==> src/rtl/int_ctrl.sv <==
`default_nettype none
// ============================================================================
// Module      : int_ctrl
// Description : Three-source vectored interrupt controller for a pipelined
//               core. Synchronises and edge-detects external lines, holds
//               pending/mask/enable state, picks the highest-priority
//               eligible source, redirects the PC to its handler and saves
//               the return PC. ERET pops the highest active service level.
//               Nesting is tracked implicitly in in_service (idle = 000).
// Revision    : 1.0 - initial release
// ============================================================================
module int_ctrl #(
    parameter int                     IM_ADDR_BIT = 12,
    parameter logic [IM_ADDR_BIT-1:0] VEC0        = 'h010,
    parameter logic [IM_ADDR_BIT-1:0] VEC1        = 'h020,
    parameter logic [IM_ADDR_BIT-1:0] VEC2        = 'h030
) (
    input  logic                   clk,
    input  logic                   rst_n,
    input  logic [2:0]             irq,
    input  logic                   en,
    input  logic                   id_valid,
    input  logic [IM_ADDR_BIT-1:0] id_pc,
    input  logic                   id_eret,
    input  logic [3:0]             cp0_w_en,
    input  logic [3:0]             cp0_w_data,
    output logic                   inting,
    output logic [2:0]             ints,
    output logic                   redirect,
    output logic [IM_ADDR_BIT-1:0] redirect_pc,
    output logic [2:0]             pending,
    output logic [2:0]             in_service
);

    localparam int c_NSRC = 3;

    // Synchroniser (r_sync1/r_sync2) and edge-detect history (r_sync3)
    logic [2:0]             r_sync1;
    logic [2:0]             r_sync2;
    logic [2:0]             r_sync3;

    // Architectural state
    logic [2:0]             r_pending;
    logic [2:0]             r_in_service;
    logic [2:0]             r_mask;
    logic                   r_ie;
    logic [IM_ADDR_BIT-1:0] r_epc [c_NSRC];

    // Decode
    logic [2:0]             w_rise;
    logic [2:0]             w_cand;
    logic [2:0]             w_take_oh;
    logic [1:0]             w_take_idx;
    logic [2:0]             w_ret_oh;
    logic [1:0]             w_ret_idx;
    logic                   w_take;
    logic                   w_eret;
    logic [IM_ADDR_BIT-1:0] w_vec;

    assign w_rise = r_sync2 & ~r_sync3;

    // A source is eligible only if nothing at its own or higher priority is
    // already being serviced, so equal priority never re-enters itself.
    genvar gi;
    generate
        for (gi = 0; gi < c_NSRC; gi++) begin : g_cand
            assign w_cand[gi] = r_pending[gi] & r_mask[gi] & ~(|r_in_service[2:gi]);
        end
    endgenerate

    // Pick the highest-priority candidate (2 > 1 > 0)
    always_comb begin
        w_take_oh  = 3'b000;
        w_take_idx = 2'd0;
        if (w_cand[2]) begin
            w_take_oh  = 3'b100;
            w_take_idx = 2'd2;
        end else if (w_cand[1]) begin
            w_take_oh  = 3'b010;
            w_take_idx = 2'd1;
        end else if (w_cand[0]) begin
            w_take_oh  = 3'b001;
            w_take_idx = 2'd0;
        end
    end

    // ERET returns from the innermost (highest-priority) active level
    always_comb begin
        w_ret_oh  = 3'b000;
        w_ret_idx = 2'd0;
        if (r_in_service[2]) begin
            w_ret_oh  = 3'b100;
            w_ret_idx = 2'd2;
        end else if (r_in_service[1]) begin
            w_ret_oh  = 3'b010;
            w_ret_idx = 2'd1;
        end else if (r_in_service[0]) begin
            w_ret_oh  = 3'b001;
            w_ret_idx = 2'd0;
        end
    end

    assign w_take = r_ie & en & id_valid & (|w_cand);
    // A take in the same cycle squashes the ERET; it re-executes later.
    assign w_eret = id_eret & en & id_valid & ~w_take & (|r_in_service);

    // Handler vector for the selected source
    always_comb begin
        w_vec = VEC0;
        case (w_take_idx)
            2'd1:    w_vec = VEC1;
            2'd2:    w_vec = VEC2;
            default: w_vec = VEC0;
        endcase
    end

    // Zero-latency redirect outputs; everything is 0 when idle
    always_comb begin
        inting      = 1'b0;
        ints        = 3'b000;
        redirect    = 1'b0;
        redirect_pc = '0;
        if (w_take) begin
            inting      = 1'b1;
            ints        = w_take_oh;
            redirect    = 1'b1;
            redirect_pc = w_vec;
        end else if (w_eret) begin
            redirect    = 1'b1;
            redirect_pc = r_epc[w_ret_idx];
        end
    end

    assign pending    = r_pending;
    assign in_service = r_in_service;

    // Two-flop synchroniser plus edge-detect flop on each irq line
    always_ff @(posedge clk or negedge rst_n) begin
        if (!rst_n) begin
            r_sync1 <= 3'b000;
            r_sync2 <= 3'b000;
            r_sync3 <= 3'b000;
        end else begin
            r_sync1 <= irq;
            r_sync2 <= r_sync1;
            r_sync3 <= r_sync2;
        end
    end

    // CP0 mask / global-enable writes, independent of pipeline advance
    always_ff @(posedge clk or negedge rst_n) begin
        if (!rst_n) begin
            r_mask <= 3'b000;
            r_ie   <= 1'b0;
        end else begin
            for (int i = 0; i < c_NSRC; i++) begin
                if (cp0_w_en[i]) begin
                    r_mask[i] <= cp0_w_data[i];
                end
            end
            if (cp0_w_en[3]) begin
                r_ie <= cp0_w_data[3];
            end
        end
    end

    // Pending latch: a fresh edge wins over the clear from its own take
    always_ff @(posedge clk or negedge rst_n) begin
        if (!rst_n) begin
            r_pending <= 3'b000;
        end else begin
            r_pending <= (r_pending & ~(w_take ? w_take_oh : 3'b000)) | w_rise;
        end
    end

    // Service nesting state and saved return PCs
    always_ff @(posedge clk or negedge rst_n) begin
        if (!rst_n) begin
            r_in_service <= 3'b000;
            for (int i = 0; i < c_NSRC; i++) begin
                r_epc[i] <= '0;
            end
        end else begin
            if (w_take) begin
                r_in_service <= r_in_service | w_take_oh;
            end else if (w_eret) begin
                r_in_service <= r_in_service & ~w_ret_oh;
            end
            for (int i = 0; i < c_NSRC; i++) begin
                if (w_take && w_take_oh[i]) begin
                    r_epc[i] <= id_pc;
                end
            end
        end
    end

endmodule
`default_nettype wire
==> config.mk <==
export PLATFORM = sky130hd
export DESIGN_NAME = int_ctrl
export DESIGN_NICKNAME = d
export VERILOG_FILES = /design/src/rtl/int_ctrl.sv
export SDC_FILE = /design/constraint.sdc
export NUM_CORES = 1
export LEC_CHECK = 0
export CORE_UTILIZATION = 50
export DETAILED_ROUTE_END_ITERATION = 6
export DONT_BUFFER_PORTS = 1
export PLACE_DENSITY_LB_ADDON = 0.08
export RECOVER_POWER = 25
export REMOVE_ABC_BUFFERS = 1
export SLEW_MARGIN = 25
export SYNTH_ARGS = -nofsm -noshare
export SYNTH_HDL_FRONTEND = slang
export SYNTH_SLANG_ARGS = --single-unit
==> constraint.sdc <==
create_clock -name clk -period 2 [get_ports clk]
set_input_delay 0.5 -clock clk [delete_from_list [all_inputs] [get_ports clk]]
set_output_delay 0.5 -clock clk [all_outputs]
set_load 0.02 [all_outputs]
Yosys cells after proc, flatten, opt, wreduce, memory -nomap -nowiden:

Cells that the tools add are included.
W data, S select, Z words.

* register bits after elaboration: 55
* input port bits: 28
* output and inout port bits: 23
* word-level logic and storage cells: 70

* order comparisons: 1
* eq/ne operators: 2
* multiplexer cells: 22
* bitwise operators: 26
* reductions and logical operators: 7

Operator list (count)
* $mux W12: 4
* $bmux W12 S2: 1
* $mux W3: 6
* $and A1 B1 Y1: 13
* $pmux W6 S2: 1
* $and A3 B3 Y3: 3
* $not A3 Y3: 3
* $mux W1: 7
* $mux W2: 3
* $or A3 B3 Y3: 2
* $reduce_or A3 Y1: 2
* $not A1 Y1: 4
* $ge A3 B3 Y1 const B: 1
* $logic_and A1 B1 Y1: 3
* $not A2 Y3: 1
* $eq A2 B1 Y1 const B: 1
* $eq A2 B2 Y1 const B: 1
* $reduce_bool A2 Y1: 1
* $reduce_or A2 Y1: 1

Logic depth before layout (Yosys ltp):

Gate-level depths: netlist of run 1.

* depth in word-level cells: 10
* gate-level depth with buffers: 7

Worst setup path before layout of run 1:

No wires, ideal clock.

* path kind: reg2out
* from: register r_in_service[2] (netlist: in_service[2])
* to: output redirect_pc[4]
* data arrival time: 1.635 ns
* required time: 1.500 ns
* slack: -0.135 ns
* cell stages (with the launch flop): 5
* path through: dfrtp_1 > clkbuf_1 > clkbuf_1 > a21oi_1 > o22ai_1

* longest elaborated chain between the ends: 10

RTL lines
* start, declared: line 44 `logic [2:0] r_in_service;`
* start signal, assigned: line 185 `r_in_service <= r_in_service | w_take_oh;`
* start signal, assigned: line 187 `r_in_service <= r_in_service & ~w_ret_oh;`
* $reduce_or A3 Y1 or $reduce_or A2 Y1 (tied branches): line 67, 105
* $not A1 Y1: line 67 `assign w_cand[gi] = r_pending[gi] & r_mask[gi] & ~(|r_in_service[2:gi]);`
* $and A1 B1 Y1: line 67
* $reduce_or A3 Y1: line 103 `assign w_take = r_ie & en & id_valid & (|w_cand);`
* $and A1 B1 Y1: line 103
* $not A1 Y1: line 105 `assign w_eret = id_eret & en & id_valid & ~w_take & (|r_in_service);`
* $and A1 B1 Y1 (2 in a row): line 105
* $mux W12: line 128 `end else if (w_eret) begin`
* $mux W12 (*): line 123 `if (w_take) begin`
* end, declared: line 30 `output logic [IM_ADDR_BIT-1:0] redirect_pc,`

Every way passes the cells marked *; elsewhere a longest branch is shown, timed or not. The select of a mux whose other input is x is not followed.

Worst setup path in the final report of run 1:

* from: register r_in_service[1] (netlist: in_service[1])
* to: output ints[0]

* longest elaborated chain between the ends: 7

RTL lines
* $reduce_or A3 Y1: line 67
* $not A1 Y1: line 67
* $and A1 B1 Y1: line 67
* $mux W1: line 81 `end else if (w_cand[0]) begin`
* $mux W3: line 78 `end else if (w_cand[1]) begin`
* $mux W3: line 75 `if (w_cand[2]) begin`
* $mux W3 (*): line 123
* end, declared: line 28 `output logic [2:0] ints,`

Every way passes the cells marked *; elsewhere a longest branch is shown, timed or not.

==> metrics.txt, run 1 <==
# TYPE chip_impl_metric gauge
chip_impl_metric{name="max_slew.worst_pin.slew",unit="ns"} 1.32
chip_impl_metric{name="vias_per_cell",unit=""} 5.79
chip_impl_info{name="min_delay_worst_endpoint",value="r_sync1[0]$_DFF_PN0_"} 1
chip_impl_metric{name="routed-via-count",unit=""} 1575
chip_impl_metric{name="placement_rows",unit=""} 24
chip_impl_info{name="outcome",value="finished with violations"} 1
chip_impl_metric{name="postSynthCellCount",unit=""} 185
chip_impl_info{name="critical_path.startpoint_type",value="flop"} 1
chip_impl_metric{name="ioPinCount",unit=""} 51
chip_impl_metric{name="area.growth.synth_to_final",unit="%"} 25.7
chip_impl_metric{name="synth-seq-cells",unit=""} 55
chip_impl_metric{name="worst-r2r-setup-slack",unit="ns"} -0.05
chip_impl_metric{name="floorplan.die.width",unit="um"} 71.4
chip_impl_info{name="reg2reg_from",value="in_service[1]$_DFFE_PN0P_"} 1
chip_impl_metric{name="routed_wire_length_per_instance",unit="um"} 19.7
chip_impl_metric{name="antenna_found_initial",unit=""} 0
chip_impl_metric{name="timing_max_transition_violations_final",unit=""} 0
chip_impl_metric{name="die_footprint",unit="sq um"} 5100
chip_impl_metric{name="worst-path-max-fanout",unit=""} 7
chip_impl_metric{name="postSynth.asyncResetShare",unit=""} 1.00
chip_impl_metric{name="clk-insertion-delay-late",unit="ns"} 0.30
chip_impl_info{name="post-synth-top-area-cell",value="dfrtp_1"} 1
chip_impl_metric{name="skew",unit="ns"} 0.00537
chip_impl_metric{name="clock_tree.buffer_depth",unit=""} 2
chip_impl_metric{name="numCtsBuffers",unit=""} 5
chip_impl_metric{name="die_h",unit="um"} 71.4
chip_impl_metric{name="min_period_over_period",unit=""} 1.16
chip_impl_metric{name="drt_pre_antenna_iters",unit=""} 4
chip_impl_metric{name="finalWirelength",unit="um"} 5360
chip_impl_metric{name="ir_drop",unit="mV"} 0.716
chip_impl_metric{name="cell_area_after_layout",unit="sq um"} 3030
chip_impl_info{name="setup.worst_path.end_class",value="output port"} 1
chip_impl_info{name="clk_root_buffer_cell",value="clkbuf_8"} 1
chip_impl_metric{name="numPortBuffers",unit=""} 0
chip_impl_metric{name="arrival",unit="ns"} 1.81
chip_impl_metric{name="synth_edf_count",unit=""} 0
chip_impl_metric{name="period_minus_slack",unit="ns"} 2.31
chip_impl_info{name="failed_checks",value="setup timing"} 1
chip_impl_metric{name="detailed_place.area",unit="sq um"} 2660
chip_impl_metric{name="initial_utilization",unit=""} 0.535
chip_impl_metric{name="lkg_pwr",unit="nW"} 1.36
chip_impl_metric{name="finalSetupViolCount",unit=""} 22
chip_impl_info{name="min_path_type",value="input port to flop"} 1
chip_impl_metric{name="dpl_worst_slack",unit="ns"} 0.0319
chip_impl_metric{name="holdPathStages",unit=""} 0
chip_impl_metric{name="grt-ovfl-total",unit=""} 0
chip_impl_metric{name="max_slew_margin",unit=""} 0.122
chip_impl_metric{name="diodes",unit=""} 0
chip_impl_metric{name="setup_ws",unit="ns"} -0.314
chip_impl_metric{name="drive_gt1_frac",unit=""} 0.477
chip_impl_metric{name="synth_top_cell_area_share",unit=""} 0.571
chip_impl_info{name="holdCritStartpoint",value="irq[0]"} 1
chip_impl_metric{name="final_hold_viol_count",unit=""} 0
chip_impl_metric{name="global_router_s_overall_resource_usage",unit=""} 0.229
chip_impl_metric{name="grt_start_max_net_pins",unit=""} 56
chip_impl_metric{name="drc",unit=""} 0
chip_impl_metric{name="synth.distinct_cells",unit=""} 29
chip_impl_info{name="critical_path_class",value="flop to output port"} 1
chip_impl_metric{name="detailedPlacementHpwl",unit="um"} 3320
chip_impl_metric{name="synth_seq_area_share",unit=""} 0.571
chip_impl_metric{name="cts-htree-levels",unit=""} 2
chip_impl_info{name="final_cell_mix",value="55 x dfrtp_1, 26 x mux2_2, 16 x buf_6"} 1
chip_impl_metric{name="required",unit="ns"} 1.50
chip_impl_metric{name="design.core.area",unit="sq um"} 4500
chip_impl_info{name="tritoncts",value="built"} 1
chip_impl_metric{name="globalplace.congestion",unit=""} 0.798
chip_impl_info{name="synthTopCellsByArea",value="dfrtp_1 57%, mux2_2 12%, mux2i_1 5.0%"} 1
chip_impl_metric{name="maxCapViolCount",unit=""} 0
chip_impl_metric{name="synthesized_area",unit="sq um"} 2410
chip_impl_info{name="grt_setup_unrepaired",value="true"} 1
chip_impl_metric{name="clk_transition_reported_paths",unit="ns"} 0.09
chip_impl_metric{name="first_global_vias",unit=""} 1693
chip_impl_metric{name="timing.reg2reg.worst_path_depth",unit=""} 8
chip_impl_metric{name="grt_first_pass_wirelength",unit="um"} 8750
chip_impl_metric{name="postSynthAreaPerCell",unit="sq um"} 13.0
chip_impl_info{name="layout_commonest_cell",value="dfrtp_1"} 1
chip_impl_metric{name="power_density",unit="nW/um^2"} 1290
chip_impl_info{name="synth_flop_cell",value="dfrtp_1"} 1
chip_impl_metric{name="final_antenna_net_count",unit=""} 0
chip_impl_info{name="rr_endpoint",value="r_epc[29]$_DFFE_PN0P_"} 1
chip_impl_metric{name="yosysWarnings",unit=""} 0
chip_impl_metric{name="drt-initial-drc-count",unit=""} 73
chip_impl_metric{name="final_nets",unit=""} 247
chip_impl_metric{name="cts_num_sinks",unit=""} 55
chip_impl_metric{name="max_clock_freq",unit="GHz"} 0.432
-- worst max-delay path: stages, from the launching register on --
cell     delay [ns]
dfrtp_1        0.39
buf_4          0.15
buf_6          0.12
nor3_4         0.17
and3_4         0.24
nor3b_4        0.25
buf_12         0.18
-- Yosys cell counts (3+ instances only) --
library cell  instances
a21oi_1              12
buf_2                 3
buf_6                 3
dfrtp_1              55
inv_1                 7
mux2_1                7
mux2_2               26
mux2_4                7
mux2i_1              12
nand3_1               3
nor2_1               23
o22ai_1               4
-- worst max-delay path by stage --
stage | to | depth (start not counted) | slack, ns | start
2_1_floorplan | redirect_pc[4] | 4 | -0.56 | in_service[1]$_DFFE_PN0P_
3_3_place_gp | redirect_pc[4] | 6 | 0.1 | in_service[1]$_DFFE_PN0P_
6_report | ints[0] | 6 | -0.31 | in_service[1]$_DFFE_PN0P_
4_1_cts | redirect_pc[1] | 6 | -0.25 | in_service[1]$_DFFE_PN0P_
5_1_grt | ints[0] | 6 | -0.38 | in_service[1]$_DFFE_PN0P_
3_5_place_dp | redirect_pc[4] | 6 | 0.03 | in_service[1]$_DFFE_PN0P_
-- repair_timing --
item | 4_1_cts | 5_1_grt
cloned | 3 | 0
endpoints found under the setup margin | 16 | 18
hold endpoints to repair | 55 | 0
buffers inserted | 3 | 3
gates resized for setup | 30 | 27
hold buffers | 1 | 0
pin swaps | 6 | 8
-- layout make-up --
class	instances	area, sq um
sequential	55	1380
clock inverter	1	5.00
tap	52	65.1
clock buffer	7	76.3
fill	340	1470
timing repair buffer	37	423
inverter	7	26.3
multi-input combinational	113	1060
-- layer usage --
layer	GRT usage	wire, um	vias to the layer above
met5	0	0	-
met4	0.0889	109	0
met3	0.0703	272	12
met2	0.387	2850	44
met1	0.274	2120	805
li1	-	-	714
-- metrics by stage --
| stage | hold slack [ns] | std cells | TNS [ns] | utilization | power (mW) |
|---|---|---|---|---|---|
| 6_report | 0.219 | 272 | -4.22 | 0.673 | 3.92 |
| 5_1_grt | 0.201 | 272 | -5.63 | 0.673 | 4.16 |
| 4_1_cts | 0.0503 | 270 | -2.97 | 0.657 | 3.78 |
| 3_5_place_dp | 0.206 | 255 | 0 | 0.591 | 3.03 |
| 3_3_place_gp | 0.206 | 255 | 0 | 0.591 | 2.94 |
| 2_1_floorplan | 0.204 | 175 | -17.11 | - | 2.62 |
-- flip-flops by register name, summed over array words and instances, names as in the netlist --
register,flops
r_ie,1
r_sync3,3
r_sync2,3
r_mask,3
in_service,3
r_sync1,3
pending,3
r_epc,36
-- cell families after synthesis --
group	share of synthesized area
buf+inv	0.0389
flops	0.571
simple gates	0.0836
compound gates	0.0592
mux	0.248
-- power by group --
part / total, mW / internal, mW / switching, mW
clock network: 0.575 / 0.246 / 0.328
registers: 1.74 / 1.50 / 0.238
logic: 1.60 / 0.810 / 0.795
total: 3.92 / 2.55 / 1.36
(Power assumes the default switching activity.)
==> run 2, diff against run 1 <==
==> constraint.sdc (replaced) <==
create_clock -name clk -period 2.9 [get_ports clk]
set_input_delay 0.725 -clock clk [delete_from_list [all_inputs] [get_ports clk]]
set_output_delay 0.725 -clock clk [all_outputs]
set_load 0.02 [all_outputs]
==> metrics.txt, run 2 (synthesis gave the netlist of run 1 again) <==
# TYPE chip_impl_metric gauge
chip_impl_metric{name="p_comb_frac",unit=""} 0.327
chip_impl_metric{name="grt_first_pass_wirelength",unit="um"} 7630
chip_impl_metric{name="routed-via-count",unit=""} 1454
chip_impl_metric{name="power_density",unit="nW/um^2"} 920
chip_impl_metric{name="grt-ovfl-total",unit=""} 0
chip_impl_metric{name="skew",unit="ns"} 0.00790
chip_impl_metric{name="ir_drop",unit="mV"} 0.441
chip_impl_metric{name="drive_gt1_frac",unit=""} 0.327
chip_impl_info{name="min_path_type",value="input port to async pin"} 1
chip_impl_metric{name="cts-htree-levels",unit=""} 2
chip_impl_metric{name="clk-insertion-delay-late",unit="ns"} 0.30
chip_impl_info{name="outcome",value="finished clean"} 1
chip_impl_metric{name="cts_resized",unit=""} 0
chip_impl_metric{name="clock_tree.buffer_depth",unit=""} 2
chip_impl_metric{name="lkg_pwr",unit="nW"} 1.24
chip_impl_info{name="reg2reg_from",value="in_service[1]$_DFFE_PN0P_"} 1
chip_impl_metric{name="drt-initial-drc-count",unit=""} 50
chip_impl_metric{name="drt_pre_antenna_iters",unit=""} 4
chip_impl_metric{name="cts_num_sinks",unit=""} 55
chip_impl_metric{name="initial_utilization",unit=""} 0.535
chip_impl_metric{name="final_hold_viol_count",unit=""} 0
chip_impl_metric{name="required",unit="ns"} 2.17
chip_impl_metric{name="maxCapViolCount",unit=""} 0
chip_impl_info{name="critical_path.startpoint_type",value="flop"} 1
chip_impl_metric{name="dpl_worst_slack",unit="ns"} 0.518
chip_impl_metric{name="setup_ws",unit="ns"} 0.218
chip_impl_metric{name="clk_transition_reported_paths",unit="ns"} 0.09
chip_impl_info{name="clk_root_buffer_cell",value="clkbuf_8"} 1
chip_impl_metric{name="antenna_found_initial",unit=""} 0
chip_impl_metric{name="power_switching_share",unit=""} 0.322
chip_impl_metric{name="final_nets",unit=""} 232
chip_impl_metric{name="numCtsBuffers",unit=""} 5
chip_impl_metric{name="final.setup.tns",unit="ns"} 0
chip_impl_metric{name="finalWirelength",unit="um"} 4620
chip_impl_metric{name="cell_internal_pwr",unit="mW"} 1.67
chip_impl_metric{name="min_period_over_period",unit=""} 0.925
chip_impl_metric{name="netSwitchingPower",unit="uW"} 793
chip_impl_metric{name="max_slew.worst_pin.slew",unit="ns"} 0.546
chip_impl_metric{name="drc",unit=""} 0
chip_impl_metric{name="globalplace.congestion",unit=""} 0.811
chip_impl_info{name="critical_path_class",value="flop to output port"} 1
chip_impl_metric{name="arrival",unit="ns"} 1.96
chip_impl_metric{name="largest_register_ffs",unit=""} 36
chip_impl_metric{name="global_router_s_overall_resource_usage",unit=""} 0.196
chip_impl_metric{name="final-instance-count-excl-fill",unit=""} 257
chip_impl_info{name="tritoncts",value="built"} 1
chip_impl_metric{name="numPortBuffers",unit=""} 0
chip_impl_metric{name="post-place-cells",unit=""} 249
chip_impl_metric{name="max_slew_margin",unit=""} 0.635
chip_impl_metric{name="area.growth.synth_to_final",unit="%"} 11.2
chip_impl_info{name="crit_path_start",value="pending[2]$_DFF_PN0_"} 1
chip_impl_metric{name="finalSetupViolCount",unit=""} 0
chip_impl_metric{name="final_antenna_net_count",unit=""} 0
chip_impl_metric{name="routed_wire_length_per_instance",unit="um"} 18.0
chip_impl_metric{name="vias_per_cell",unit=""} 5.66
chip_impl_metric{name="grt_start_max_net_pins",unit=""} 56
chip_impl_metric{name="ioPinCount",unit=""} 51
chip_impl_metric{name="timing_max_transition_violations_final",unit=""} 0
chip_impl_metric{name="cts.hold.buffers_added",unit=""} 0
chip_impl_metric{name="die_footprint",unit="sq um"} 5100
chip_impl_metric{name="power.clock.fraction",unit=""} 0.178
chip_impl_metric{name="diodes",unit=""} 0
chip_impl_metric{name="max_clock_freq",unit="GHz"} 0.373
chip_impl_metric{name="period_minus_slack",unit="ns"} 2.68
chip_impl_metric{name="first_global_vias",unit=""} 1567
chip_impl_metric{name="design.core.area",unit="sq um"} 4500
chip_impl_metric{name="placement_rows",unit=""} 24
chip_impl_info{name="layout_commonest_cell",value="dfrtp_1"} 1
chip_impl_metric{name="floorplan.die.width",unit="um"} 71.4
chip_impl_metric{name="die_h",unit="um"} 71.4
chip_impl_info{name="largest_register_by_flop_count",value="r_epc"} 1
chip_impl_metric{name="detailedPlacementHpwl",unit="um"} 3220
chip_impl_metric{name="power.sequential.fraction",unit=""} 0.494
chip_impl_metric{name="worst-path-max-fanout",unit=""} 10
chip_impl_info{name="final_cell_mix",value="55 x dfrtp_1, 26 x mux2_2, 23 x nor2_1"} 1
chip_impl_info{name="setup.worst_path.end_class",value="output port"} 1
chip_impl_metric{name="buffer_count_from_post_cts_setup_fixing",unit=""} 0
chip_impl_info{name="grt_setup_unrepaired",value="false"} 1
## run 2: metal layers
metal | GRT usage | part of all wire
met2 | 0.333 | 0.49
met1 | 0.247 | 0.44
met4 | 0.0600 | 0.0067
met3 | 0.0520 | 0.055
met5 | 0 | 0
## run 2: final timing paths
path / slack (ns) / to / cells past startpoint
worst max-delay path: 0.22 / redirect_pc[4] / 6
worst min-delay path: 0.11 / r_epc[7]$_DFFE_PN0P_ / 0
worst max register to register: 0.68 / r_epc[24]$_DFFE_PN0P_ / 6
worst min register to register: 0.35 / r_sync2[2]$_DFF_PN0_ / 0
max in group asynchronous: 2.69 / r_mask[2]$_DFFE_PN0P_ / 0
min in group clk: 0.35 / r_sync2[2]$_DFF_PN0_ / 0
## run 2: stage by stage
step,power [mW],instance area (sq um),hold slack (ns),utilization
after global routing,2.62,2680,0.0823,0.595
after floorplan,1.81,2340,0.331,-
after global placement,1.99,2580,0.332,0.573
after detailed placement,2.04,2580,0.335,0.573
after CTS,2.49,2680,0.0971,0.595
final,2.47,2680,0.107,0.595
## run 2: critical path: stages, from the launching register on
cell and delay (ns):
dfrtp_1 0.49, nand2_1 0.19, and2_1 0.21, o31ai_2 0.26, buf_4 0.24, o22ai_1 0.11, buf_4 0.18
## run 2: layout make-up
cell class	count	area, sq um
timing repair buffer	22	165
sequential	55	1380
inverter	7	26.3
tap	52	65.1
clock buffer	8	100
multi-input combinational	113	947
fill	396	1820
## run 2: power groups by stage
stage / sequential [mW] / combinational (mW) / clock [mW]
CTS: 1.22 / 0.818 / 0.459
floorplan: 1.26 / 0.548 / 0
finish: 1.22 / 0.807 / 0.440
detailed placement: 1.23 / 0.813 / 0
global placement: 1.20 / 0.787 / 0
global route: 1.25 / 0.888 / 0.486
==> run 3, diff against run 2 <==
--- a/config.mk
+++ b/config.mk
@@ -5,7 +5,7 @@
 export SDC_FILE = /design/constraint.sdc
 export NUM_CORES = 1
 export LEC_CHECK = 0
-export CORE_UTILIZATION = 50
+export CORE_UTILIZATION = 60
 export DETAILED_ROUTE_END_ITERATION = 6
 export DONT_BUFFER_PORTS = 1
 export PLACE_DENSITY_LB_ADDON = 0.08
==> metrics.txt, run 3 (synthesis gave the netlist of run 1 again) <==
# TYPE chip_impl_metric gauge
chip_impl_info{name="outcome",value="finished clean"} 1
chip_impl_info{name="grt_setup_unrepaired",value="false"} 1
chip_impl_metric{name="dpl_worst_slack",unit="ns"} 0.400
chip_impl_metric{name="final_hold_viol_count",unit=""} 0
chip_impl_metric{name="finalHoldWorstSlack",unit="ns"} 0.0969
chip_impl_metric{name="grt-ovfl-total",unit=""} 0
chip_impl_metric{name="finalSetupViolCount",unit=""} 0
chip_impl_metric{name="die_h",unit="um"} 65.4
chip_impl_metric{name="drt_pre_antenna_iters",unit=""} 4
chip_impl_metric{name="power_density",unit="nW/um^2"} 910
chip_impl_metric{name="detailed_place.area",unit="sq um"} 2570
chip_impl_metric{name="setup_ws",unit="ns"} 0.280
chip_impl_metric{name="buffer_count_from_post_cts_setup_fixing",unit=""} 0
chip_impl_metric{name="global_router_s_overall_resource_usage",unit=""} 0.233
chip_impl_metric{name="drt-initial-drc-count",unit=""} 86
chip_impl_metric{name="diodes",unit=""} 0
chip_impl_metric{name="vias_per_cell",unit=""} 5.75
chip_impl_metric{name="routed-via-count",unit=""} 1450
chip_impl_metric{name="final_antenna_net_count",unit=""} 0
chip_impl_info{name="tritoncts",value="built"} 1
chip_impl_metric{name="largest_stage_delay_on_the_critical_path",unit="ns"} 0.49
chip_impl_info{name="min_path_type",value="input port to async pin"} 1
chip_impl_metric{name="drive_gt1_frac",unit=""} 0.328
chip_impl_info{name="largest_register_by_flop_count",value="r_epc"} 1
chip_impl_metric{name="skew",unit="ns"} 0.00612
chip_impl_metric{name="antenna_found_initial",unit=""} 0
chip_impl_metric{name="initial_utilization",unit=""} 0.644
chip_impl_metric{name="clk-insertion-delay-late",unit="ns"} 0.31
chip_impl_metric{name="finalWirelength",unit="um"} 4420
chip_impl_metric{name="max_slew.worst_pin.slew",unit="ns"} 0.537
chip_impl_metric{name="ioPinCount",unit=""} 51
chip_impl_metric{name="ir_drop",unit="mV"} 0.551
chip_impl_metric{name="cts_resized",unit=""} 0
chip_impl_metric{name="worst-path-max-fanout",unit=""} 14
chip_impl_metric{name="final_nets",unit=""} 231
chip_impl_metric{name="wl_met2",unit="um"} 2160
chip_impl_metric{name="cts.hold.buffers_added",unit=""} 0
chip_impl_metric{name="arrival",unit="ns"} 1.89
chip_impl_info{name="critical_path_class",value="flop to output port"} 1
chip_impl_metric{name="design.core.area",unit="sq um"} 3740
chip_impl_metric{name="final.setup.tns",unit="ns"} 0
chip_impl_info{name="clk_root_buffer_cell",value="clkbuf_8"} 1
chip_impl_metric{name="max_clock_freq",unit="GHz"} 0.382
chip_impl_metric{name="min_period_over_period",unit=""} 0.903
chip_impl_metric{name="grt_first_pass_wirelength",unit="um"} 7250
chip_impl_metric{name="cell_area_after_layout",unit="sq um"} 2650
chip_impl_metric{name="detailedPlacementHpwl",unit="um"} 3120
chip_impl_metric{name="required",unit="ns"} 2.17
chip_impl_info{name="cpMaxStageDelayCell",value="dfrtp_1"} 1
chip_impl_metric{name="final-instance-count-excl-fill",unit=""} 252
chip_impl_metric{name="first_global_vias",unit=""} 1513
chip_impl_metric{name="cts_num_sinks",unit=""} 55
chip_impl_metric{name="globalplace.congestion",unit=""} 0.809
chip_impl_info{name="critical_path.startpoint_type",value="flop"} 1
chip_impl_info{name="top_layer",value="met4"} 1
chip_impl_info{name="layout_commonest_cell",value="dfrtp_1"} 1
chip_impl_metric{name="cts-htree-levels",unit=""} 2
chip_impl_metric{name="floorplan.die.width",unit="um"} 65.4
chip_impl_metric{name="lkg_pwr",unit="nW"} 1.24
chip_impl_info{name="final_cell_mix",value="55 x dfrtp_1, 26 x mux2_2, 23 x nor2_1"} 1
chip_impl_metric{name="drc",unit=""} 0
chip_impl_info{name="critical_path.most_common_cell",value="buf_4"} 1
chip_impl_metric{name="period_minus_slack",unit="ns"} 2.62
chip_impl_metric{name="maxCapViolCount",unit=""} 0
chip_impl_metric{name="post-place-cells",unit=""} 244
chip_impl_metric{name="clk_transition_reported_paths",unit="ns"} 0.10
chip_impl_info{name="setup.worst_path.end_class",value="output port"} 1
chip_impl_metric{name="die_footprint",unit="sq um"} 4280
chip_impl_metric{name="clock_tree.buffer_depth",unit=""} 2
chip_impl_metric{name="numPortBuffers",unit=""} 0
chip_impl_metric{name="timing_max_transition_violations_final",unit=""} 0
chip_impl_metric{name="routed_wire_length_per_instance",unit="um"} 17.5
chip_impl_metric{name="area.growth.synth_to_final",unit="%"} 9.96
chip_impl_metric{name="numCtsBuffers",unit=""} 5
chip_impl_metric{name="largest_register_ffs",unit=""} 36
chip_impl_metric{name="detailroute.wirelength.met3",unit="um"} 209
chip_impl_metric{name="placement_rows",unit=""} 22
chip_impl_info{name="cp_cell_sequence",value="nand2_1 -> and2_1 -> o31ai_2 -> buf_4 -> o22ai_1 -> buf_4"} 1
chip_impl_metric{name="max_slew_margin",unit=""} 0.642
chip_impl_metric{name="grt_start_max_net_pins",unit=""} 56
chip_impl_metric{name="met1Wirelength",unit="um"} 1940
-- run 3: cell count changes in the layout (fill, tap and decap cells not counted) --
| cell | previous run | this run |
|---|---|---|
| clkbuf_1 | 1 | 0 |
| clkinv_2 | 0 | 3 |
| buf_4 | 22 | 21 |
| clkbuf_8 | 7 | 5 |
-- run 3: layout make-up --
class / instances / area [sq um]
Tap cell: 48 / 60.1
Inverter: 7 / 26.3
Timing Repair Buffer: 21 / 158
Fill cell: 270 / 1090
Sequential cell: 55 / 1380
Clock inverter: 3 / 15.0
Clock buffer: 5 / 68.8
Multi-Input combinational cell: 113 / 947
-- run 3: worst paths after layout --
| check | start | endpoint | slack (ns) | cells after the start |
|---|---|---|---|---|
| min in group clk | r_sync1[2]$_DFF_PN0_ | r_sync2[2]$_DFF_PN0_ | 0.35 | 0 |
| worst max register to register | in_service[2]$_DFFE_PN0P_ | r_epc[25]$_DFFE_PN0P_ | 0.71 | 5 |
| worst min-delay path | rst_n | r_epc[20]$_DFFE_PN0P_ | 0.1 | 0 |
| worst max-delay path | pending[2]$_DFF_PN0_ | redirect_pc[4] | 0.28 | 6 |
| worst min register to register | r_sync1[2]$_DFF_PN0_ | r_sync2[2]$_DFF_PN0_ | 0.35 | 0 |
| max in group asynchronous | rst_n | r_sync3[1]$_DFF_PN0_ | 2.70 | 0 |
-- run 3: through the flow --
stage	total power, mW	util
3_5_place_dp	2.03	0.686
2_1_floorplan	1.81	-
5_1_grt	2.58	0.708
4_1_cts	2.43	0.708
6_report	2.41	0.708
3_3_place_gp	1.98	0.686
-- run 3: worst max-delay path, delay by kind of cell (launching register included) --
| kind | cells | cell delay [ns] |
|---|---|---|
| buffers and inverters | 2 | 0.43 |
| DFF | 1 | 0.49 |
| AOI/OAI and AO/OA | 2 | 0.29 |
| and+or+nand+nor | 2 | 0.38 |
-- run 3: power breakdown --
group / internal [mW] / switching, mW / total [mW]
registers: 1.03 / 0.184 / 1.22
clock network: 0.166 / 0.234 / 0.399
logic: 0.419 / 0.378 / 0.797
total: 1.62 / 0.795 / 2.41
-- run 3: layer usage --
metal / vias to the layer above / track usage
met2: 32 / 0.363
li1: 675 / -
met5: - / 0
met4: 0 / 0.106
met1: 734 / 0.302
met3: 9 / 0.0642
